### src/rtl/ramteste_s2_mailbox_if.sv
`default_nettype none
// +----------------------------------------------------------------------------+
// | Module   : ramteste_s2_mailbox_if                                          |
// | Brief    : Avalon-MM style port s2 bundle of the ramteste dual-port RAM.   |
// | Revision : 1.0                                                             |
// +----------------------------------------------------------------------------+
interface ramteste_s2_mailbox_if;
    logic [1:0]  ram_address;
    logic        ram_chipselect;
    logic        ram_clken;
    logic        ram_write;
    logic [31:0] ram_writedata;
    logic [3:0]  ram_byteenable;
    logic [31:0] ram_readdata;

    modport master (
        output ram_address, ram_chipselect, ram_clken, ram_write,
               ram_writedata, ram_byteenable,
        input  ram_readdata
    );

    modport slave (
        input  ram_address, ram_chipselect, ram_clken, ram_write,
               ram_writedata, ram_byteenable,
        output ram_readdata
    );
endinterface
`default_nettype wire

### src/rtl/ramteste_s2_mailbox.sv
`default_nettype none
// +----------------------------------------------------------------------------+
// | Module   : ramteste_s2_mailbox                                             |
// | Brief    : Polls a RAM mailbox on port s2, runs a 32-bit op, writes back.  |
// | Revision : 1.0                                                             |
// +----------------------------------------------------------------------------+
module ramteste_s2_mailbox #(
    parameter int POLL_INTERVAL = 64,
    parameter int READ_LATENCY  = 1
) (
    input  logic                         clk_clk,
    input  logic                         reset_reset_n,
    input  logic                         enable,
    ramteste_s2_mailbox_if.master        ram,
    output logic                         busy,
    output logic                         done_pulse,
    output logic [15:0]                  op_count
);

    localparam int               c_CNT_W    = $clog2(POLL_INTERVAL + 1);
    localparam logic [c_CNT_W-1:0] c_CNT_INIT = c_CNT_W'(POLL_INTERVAL);
    localparam logic [1:0]       c_RL       = 2'(READ_LATENCY);

    localparam logic [2:0] c_IDLE    = 3'd0;
    localparam logic [2:0] c_RD_CTRL = 3'd1;
    localparam logic [2:0] c_WR_BUSY = 3'd2;
    localparam logic [2:0] c_RD_A    = 3'd3;
    localparam logic [2:0] c_RD_B    = 3'd4;
    localparam logic [2:0] c_EXEC    = 3'd5;
    localparam logic [2:0] c_WR_RES  = 3'd6;
    localparam logic [2:0] c_WR_DONE = 3'd7;

    logic [2:0]         r_state;
    logic [c_CNT_W-1:0] r_cnt;
    logic [1:0]         r_wait;
    logic [7:0]         r_opcode;
    logic [31:0]        r_a;
    logic [31:0]        r_b;
    logic               r_err;
    logic [1:0]         r_address;
    logic               r_cs;
    logic               r_write;
    logic [31:0]        r_wdata;
    logic [3:0]         r_be;
    logic               r_busy;
    logic               r_done;
    logic [15:0]        r_op_count;

    logic [31:0] w_sum;
    logic [31:0] w_diff;
    logic [31:0] w_prod;
    logic [31:0] w_sat;
    logic        w_ovf;
    logic [31:0] w_result;
    logic        w_err;
    logic        w_rd_valid;

    assign w_sum  = r_a + r_b;
    assign w_diff = r_a - r_b;
    // Low 32 bits of a product are the same for signed and unsigned operands.
    assign w_prod = r_a * r_b;
    assign w_ovf  = (r_a[31] == r_b[31]) && (w_sum[31] != r_a[31]);
    assign w_sat  = w_ovf ? (r_a[31] ? 32'h8000_0000 : 32'h7FFF_FFFF) : w_sum;

    always_comb begin
        w_result = 32'h0;
        w_err    = 1'b0;
        case (r_opcode)
            8'h00:   w_result = w_sum;
            8'h01:   w_result = w_diff;
            8'h02:   w_result = w_prod;
            8'h03:   w_result = w_sat;
            default: w_err    = 1'b1;
        endcase
    end

    assign w_rd_valid = (r_wait == c_RL);

    always_ff @(posedge clk_clk) begin
        if (!reset_reset_n) begin
            r_state    <= c_IDLE;
            r_cnt      <= c_CNT_INIT;
            r_wait     <= 2'd0;
            r_opcode   <= 8'h0;
            r_a        <= 32'h0;
            r_b        <= 32'h0;
            r_err      <= 1'b0;
            r_address  <= 2'd0;
            r_cs       <= 1'b0;
            r_write    <= 1'b0;
            r_wdata    <= 32'h0;
            r_be       <= 4'h0;
            r_busy     <= 1'b0;
            r_done     <= 1'b0;
            r_op_count <= 16'h0;
        end else begin
            // Every access lasts exactly one cycle unless re-issued below.
            r_cs    <= 1'b0;
            r_write <= 1'b0;
            r_be    <= 4'h0;
            r_done  <= 1'b0;
            case (r_state)
                c_IDLE: begin
                    if (enable) begin
                        if (r_cnt == '0) begin
                            r_state   <= c_RD_CTRL;
                            r_cs      <= 1'b1;
                            r_be      <= 4'hF;
                            r_address <= 2'd0;
                            r_wait    <= 2'd0;
                        end else begin
                            r_cnt <= r_cnt - 1'b1;
                        end
                    end
                end
                c_RD_CTRL: begin
                    r_wait <= r_wait + 2'd1;
                    if (w_rd_valid) begin
                        // A set BUSY flag means a stale aborted op: never restart it.
                        if (ram.ram_readdata[0] && !ram.ram_readdata[1]) begin
                            r_opcode  <= ram.ram_readdata[15:8];
                            r_state   <= c_WR_BUSY;
                            r_busy    <= 1'b1;
                            r_cs      <= 1'b1;
                            r_write   <= 1'b1;
                            r_be      <= 4'hF;
                            r_address <= 2'd0;
                            r_wdata   <= {16'h0, ram.ram_readdata[15:8], 8'h03};
                        end else begin
                            r_cnt   <= c_CNT_INIT;
                            r_state <= c_IDLE;
                        end
                    end
                end
                c_WR_BUSY: begin
                    r_state   <= c_RD_A;
                    r_cs      <= 1'b1;
                    r_be      <= 4'hF;
                    r_address <= 2'd1;
                    r_wait    <= 2'd0;
                end
                c_RD_A: begin
                    r_wait <= r_wait + 2'd1;
                    if (w_rd_valid) begin
                        r_a       <= ram.ram_readdata;
                        r_state   <= c_RD_B;
                        r_cs      <= 1'b1;
                        r_be      <= 4'hF;
                        r_address <= 2'd2;
                        r_wait    <= 2'd0;
                    end
                end
                c_RD_B: begin
                    r_wait <= r_wait + 2'd1;
                    if (w_rd_valid) begin
                        r_b     <= ram.ram_readdata;
                        r_state <= c_EXEC;
                    end
                end
                c_EXEC: begin
                    r_err     <= w_err;
                    r_state   <= c_WR_RES;
                    r_cs      <= 1'b1;
                    r_write   <= 1'b1;
                    r_be      <= 4'hF;
                    r_address <= 2'd3;
                    r_wdata   <= w_result;
                end
                c_WR_RES: begin
                    r_state    <= c_WR_DONE;
                    r_cs       <= 1'b1;
                    r_write    <= 1'b1;
                    r_be       <= 4'hF;
                    r_address  <= 2'd0;
                    r_wdata    <= {16'h0, r_opcode, 4'h0, r_err, 3'b100};
                    r_done     <= 1'b1;
                    r_op_count <= r_op_count + 16'd1;
                end
                c_WR_DONE: begin
                    r_busy  <= 1'b0;
                    r_cnt   <= c_CNT_INIT;
                    r_state <= c_IDLE;
                end
                default: begin
                    r_state <= c_IDLE;
                end
            endcase
        end
    end

    assign ram.ram_address    = r_address;
    assign ram.ram_chipselect = r_cs;
    assign ram.ram_clken      = 1'b1;
    assign ram.ram_write      = r_write;
    assign ram.ram_writedata  = r_wdata;
    assign ram.ram_byteenable = r_be;
    assign busy               = r_busy;
    assign done_pulse         = r_done;
    assign op_count           = r_op_count;

endmodule
`default_nettype wire
### src/flat_wrapper.sv
// flat-port wrapper written by rule: the top's interface ports become plain ports
module ramteste_s2_mailbox_flat 
#(
    parameter int POLL_INTERVAL = 64,
    parameter int READ_LATENCY  = 1
)
  (clk_clk, reset_reset_n, enable, busy, done_pulse, op_count, ram_ram_address, ram_ram_chipselect, ram_ram_clken, ram_ram_write, ram_ram_writedata, ram_ram_byteenable, ram_ram_readdata);
  ramteste_s2_mailbox_if ram_i ();
  input  logic clk_clk;
  input  logic reset_reset_n;
  input  logic enable;
  output logic busy;
  output logic done_pulse;
  output logic [15:0] op_count;
  output wire logic [$bits(ram_i.ram_address)-1:0] ram_ram_address;
  output wire logic [$bits(ram_i.ram_chipselect)-1:0] ram_ram_chipselect;
  output wire logic [$bits(ram_i.ram_clken)-1:0] ram_ram_clken;
  output wire logic [$bits(ram_i.ram_write)-1:0] ram_ram_write;
  output wire logic [$bits(ram_i.ram_writedata)-1:0] ram_ram_writedata;
  output wire logic [$bits(ram_i.ram_byteenable)-1:0] ram_ram_byteenable;
  input wire logic [$bits(ram_i.ram_readdata)-1:0] ram_ram_readdata;
  assign ram_ram_address = ram_i.ram_address;
  assign ram_ram_chipselect = ram_i.ram_chipselect;
  assign ram_ram_clken = ram_i.ram_clken;
  assign ram_ram_write = ram_i.ram_write;
  assign ram_ram_writedata = ram_i.ram_writedata;
  assign ram_ram_byteenable = ram_i.ram_byteenable;
  assign ram_i.ram_readdata = ram_ram_readdata;
  ramteste_s2_mailbox #(.POLL_INTERVAL(POLL_INTERVAL), .READ_LATENCY(READ_LATENCY)) u_core (.clk_clk(clk_clk), .reset_reset_n(reset_reset_n), .enable(enable), .ram(ram_i), .busy(busy), .done_pulse(done_pulse), .op_count(op_count));
endmodule
### config.mk
export PLATFORM = sky130hd
export DESIGN_NAME = ramteste_s2_mailbox_flat
export DESIGN_NICKNAME = d
export VERILOG_FILES = /design/src/rtl/ramteste_s2_mailbox_if.sv /design/src/rtl/ramteste_s2_mailbox.sv /design/src/flat_wrapper.sv
export SDC_FILE = /design/constraint.sdc
export NUM_CORES = 2
export LEC_CHECK = 0
export CAP_MARGIN = 10
export CORE_ASPECT_RATIO = 1.25
export CORE_UTILIZATION = 44
export DETAILED_ROUTE_END_ITERATION = 8
export GPL_TIMING_DRIVEN = 1
export SLEW_MARGIN = 0
export SYNTH_ARGS = -nofsm -noshare
export SYNTH_HDL_FRONTEND = slang
export SYNTH_SLANG_ARGS = --single-unit
export TNS_END_PERCENT = 1
### constraint.sdc
create_clock -name clk_clk -period 11.6 [get_ports clk_clk]
set_clock_uncertainty 0.2 [all_clocks]
set_input_delay 1.16 -clock clk_clk [delete_from_list [all_inputs] [get_ports clk_clk]]
set_output_delay 1.16 -clock clk_clk [all_outputs]
set_load 0.02 [all_outputs]
After elaboration in Yosys (flattened, before gate mapping)
Cells that the tools add are included.

Register bits after elaboration: 143. Input port bits: 35. Output and inout port bits: 59. Logic and storage cells: 110.

Add/subtract/negate cells: 5. Multipliers: 1. Equality and inequality tests: 21. Muxes and demuxes: 44. Reductions and logical operators: 24.

Operators with widths (count): $mux W32 (4); $pmux W32 S4 (1); $pmux W32 S3 (1); $add A32 B32 Y32 (1); $mul A32 B32 Y32 (1); $sub A32 B32 Y32 (1); $mux W7 (4); $pmux W3 S8 (1); $pmux W7 S3 (1); $mux W4 (5); $add A16 B1 Y16 const B (1); $eq A8 B2 Y1 const B (2); $pmux W4 S4 (1); $mux W3 (5); $mux W2 (7); $eq A3 B3 Y1 const B (4); $pmux W2 S6 (1); $reduce_and A3 Y1 (4); $ne A2 B1 Y1 const B (5); $reduce_and A5 Y1 (2); $mux W1 (9); $eq A8 B1 Y1 const B (1); $logic_not A8 Y1 (1); $pmux W2 S4 (1); 23 further kinds (31).

Depth between registers and ports, before layout
Depth in word-level cells: 6. Depth in mapped cells: 28. Gate-level depth less buffers: 26.

Worst setup path after synthesis
OpenSTA, ideal clock, no wires.

Kind: register -> register. Start point: register u_core.r_a[12]. End point: register u_core.r_wdata[28] (netlist: u_core.ram.ram_writedata[28]). Setup time: 129 ps. Data arrival time: 7059 ps. Data required time: 11271 ps. Slack: 4212 ps. Stages on the path, launching flop included: 27. Buffers on the path: 2. Clock period less this slack: 7388 ps. Cells stage by stage: dfxtp_1 > clkbuf_1 > clkbuf_1 > and2_1 > fa_1 > fa_1 > fa_1 > inv_1 > fa_1 > inv_1 > fa_1 > inv_1 > fa_1 > inv_1 > fa_1 > fa_1 > ha_1 > and3_1 > and2_1 > a221oi_1 > o21ai_1 > a21o_1 > a21oi_1 > xor2_1 > o21ai_0 > a2111oi_0 > o21ai_1.

Longest elaborated chain between the ends: 6. Elaborated cells on any way between the ends: 8. Those cells by class: add/sub: 2; mul: 1; eq/ne: 1; mux: 3; reduce/logical: 1.

RTL lines: start, declared (RTL line ramteste_s2_mailbox.sv:37) `logic [31:0] r_a;`; start signal, assigned (RTL line ramteste_s2_mailbox.sv:145) `r_a <= ram.ram_readdata;`; parallel branches: the longest is 4 deep, another holds $mul A32 B32 Y32; $pmux W32 S4 * (RTL line ramteste_s2_mailbox.sv:68) `case (r_opcode)`; $pmux W32 S3 * (RTL line ramteste_s2_mailbox.sv:102) `case (r_state)`; end signal, assigned (RTL line ramteste_s2_mailbox.sv:128) `r_wdata <= {16'h0, ram.ram_readdata[15:8], 8'h03};`; end signal, assigned (RTL line ramteste_s2_mailbox.sv:167) `r_wdata <= w_result;`; end signal, assigned (RTL line ramteste_s2_mailbox.sv:175) `r_wdata <= {16'h0, r_opcode, 4'h0, r_err, 3'b100};`; end, declared (RTL line ramteste_s2_mailbox.sv:43) `logic [31:0] r_wdata;`.

Every way passes the cells marked *. A chain may end at the register's enable or synchronous reset.

Worst setup path after layout
Start point: register u_core.r_a[0]. End point: register u_core.r_wdata[28] (netlist: u_core.ram.ram_writedata[28]).

The elaborated chain is that of the path after synthesis.

==> impl_metrics.csv <==
group,metric,value,unit
status,outcome,"finished clean",
cts,cts_made_buffers,17,
setup_path,critPathMostFrequentCell,"fa_1",
sta,whs,0.2535,ns
setup_path,slowest_delay,1.10,ns
detailed_routing,drt-met1-wl,35110,um
final_layout,layout_commonest_cell,"inv_1",
yosys,synthDistinctLibCells,87,
sta,slew_viol_final,0,
yosys,yosysSeqAreaShare,11.21,%
sta,timing.final.crit_share,74.93,%
detailed_routing,wirelength,84340,um
yosys,syn_area,24820,um^2
detailed_routing,vias_per_cell,5.606,
sta,rsz0062_at_grt,"false",
cts,cts_hold_buf,0,
detailed_routing,detail_route.wl_per_cell,22.79,um
cts,root_buffer,"clkbuf_16",
cts,cts.sinks,139,
yosys,synth_cells,2973,
place,dp_hpwl,64570,um
power,powerDensity,42.66,nW/um^2
detailed_routing,vias,20746,
power,total_power,1.146,mW
setup_path,worst_ep_required_time,11.74,ns
yosys,avgSynthCellArea,8.349,um^2
sta,hold_viol,0,
cts,htreeDepth,4,
setup_path,crit_slowest_cell,"dfxtp_1",
yosys,synth_nets,3607,
yosys,ys_ff_latch,139,
final_layout,final_cell_mix,"inv_1, nand2_1, fa_1, and2_1, ha_1",
global_routing,track_usage,30.28,%
yosys,yosysWarnings,0,
cts,post_cts_buffers,0,
floorplanning,floorplan.initialDensity,44.83,%
final_layout,area_growth,8.186,%
yosys,synth_flop_cell,"dfxtp_1",
setup_path,start_kind,"flop",
setup_path,end_kind,"flop",
global_routing,grt_pass1_vias,22057,
detailed_routing,ant_nets,0,
cts,ctsResizeCount,0,
final_layout,drive_above_1_share,3.104,%
power,p_leak,12.19,nW
hold_path,holdCritPathClass,"reg -> reg",
flow_run,maxCapViolCount,0,
sta,setup_viol,0,
place,dpl.cell_count,3667,
place,gp_congestion,0.9513,
setup_path,cp.arrival,8.83,ns
floorplanning,die_h,267.6,um
sta,relSlewSlack,21.29,%
floorplanning,fp.dieW,214.4,um
yosys,synth_edf_count,0,
global_routing,grt_overflow,0,
final_layout,nets,3585,
sta,fmax,115.1,MHz
detailed_routing,top_layer,"met4",
global_routing,grt_max_degree,64,
global_routing,antenna_found_initial,1,
cts,worstSkewPairLatency,0.47,ns
setup_path,worstPathCellList,"clkinv_1 > buf_4 > nor2_1 > fa_1 > ha_1 > fa_1 > ha_1 > fa_1 > inv_1 > fa_1 > inv_1 > fa_1 > fa_1 > ha_1 > and3_1 > and2_1 > a221oi_1 > o21ai_1 > a21o_1 > a21oi_1 > xor2_1 > o21ai_0 > a2111oi_0 > o21ai_1",
place,portBuffers,92,
power,ir_drop,0.1040,mV
sta,setup-tns-final,0,ns
yosys,async_reset_ff_share,0,%
detailed_routing,drt_iter0_drc,1397,
cts,path_clk_slew,0.07,ns
setup_path,crit_type,"reg -> reg",
floorplanning,core,55370,um^2
global_routing,grt_pass1_wl,131400,um
detailed_routing,wl_met2,41420,um
detailed_routing,dr_wl_met3,4854,um
floorplanning,std_cell_rows,96,
final_layout,fin_cells,3701,
detailed_routing,route.detailed.drc,0,
floorplanning,io_pins,94,
cts,clock_path_buffers,2,
sta,period_needed,8.691,ns
setup_path,cp_max_fo,21,
detailed_routing,drt-pass1-iter-count,5,
floorplanning,die_area,57370,um^2
sta,tightest_slew,1.179,ns
cts,cts_tree,"built",
[layer usage]
metal	global-route usage [%]	vias up
met5	0	-
met3	2.851	138
met2	52.88	785
met4	11.08	0
met1	38.93	10513
li1	-	9310
[report_power, final]
part	switching (mW)	total, mW	internal, mW
logic	0.0504	0.0889	0.0385
registers	0.0104	0.499	0.488
clock network	0.261	0.558	0.297
[cell families after synthesis]
logic type	share of synthesized area, %
adders and majority gates	42.59
DFF	11.21
other	0.01511
buffers and inverters	9.824
AOI/OAI and AO/OA	12.44
xor gates and xnor gates	4.778
and+or+nand+nor	18.85
muxes	0.2873
[worst max-delay path: cells and delay by family (launching register included)]
family                     cells  cell delay, ns
AOI/OAI and AO/OA              7            1.50
xor gates and xnor gates       1            0.24
adders and majority gates      9            3.73
buffers and inverters          4            0.98
DFF                            1            1.10
and+or+nand+nor                3            0.76
[cell usage after synthesis, drive strengths merged, types with 27 or more instances]
master | number | area share (%)
o21ai | 83 | 1.7
clkbuf | 144 | 2.2
and2 | 290 | 7.3
nand2 | 423 | 6.4
ha | 189 | 9.5
a21o | 27 | 0.82
a21oi | 178 | 3.6
fa | 410 | 33
o21bai | 28 | 0.85
dfxtp | 139 | 11
nor2 | 137 | 2.1
xor2 | 38 | 1.3
xnor2 | 94 | 3.3
inv | 464 | 7.0
buf | 27 | 0.61
[state kept, by name, indices dropped and copies added, names as in the netlist, 2 cells and up]
name,cells
u_core.r_state,3
u_core.r_cnt,7
u_core.ram.ram_writedata,32
u_core.ram.ram_address,2
u_core.r_wait,2
u_core.op_count,16
u_core.r_a,32
u_core.r_b,32
u_core.r_opcode,8
[per-stage QoR]
step                      util (%)  instance area, um^2  setup WS [ns]
after global routing         48.49                26850          2.597
after CTS                    48.49                26850          2.961
after global placement       47.45                26280          3.090
final                        48.50                26850          2.909
after floorplan                  -                24820          4.212
after detailed placement     47.45                26280          3.018
[path summary, 6_finish.rpt]
check | slack [ns] | startpoint | end | cells past startpoint
worst max-delay path | 2.91 | u_core.r_a[0] | u_core.ram.ram_writedata[28] | 24
worst min-delay path | 0.25 | u_core.r_cnt[6] | u_core.r_cnt[6] | 1
worst max register to register | 2.91 | u_core.r_a[0] | u_core.ram.ram_writedata[28] | 24
worst min register to register | 0.25 | u_core.r_cnt[6] | u_core.r_cnt[6] | 1
[area by class of cell]
| cell class | count | area [um^2] |
|---|---|---|
| antenna | 2 | 5.005 |
| fill | 5385 | 28520 |
| clock inverter | 12 | 106.4 |
| clock buffer | 20 | 466.7 |
| tap | 735 | 919.6 |
| multi-input combinational | 2198 | 19620 |
| inverter | 465 | 1747 |
| timing repair buffer | 130 | 1206 |
| sequential | 139 | 2784 |
Power figures use the tool's default switching activity.
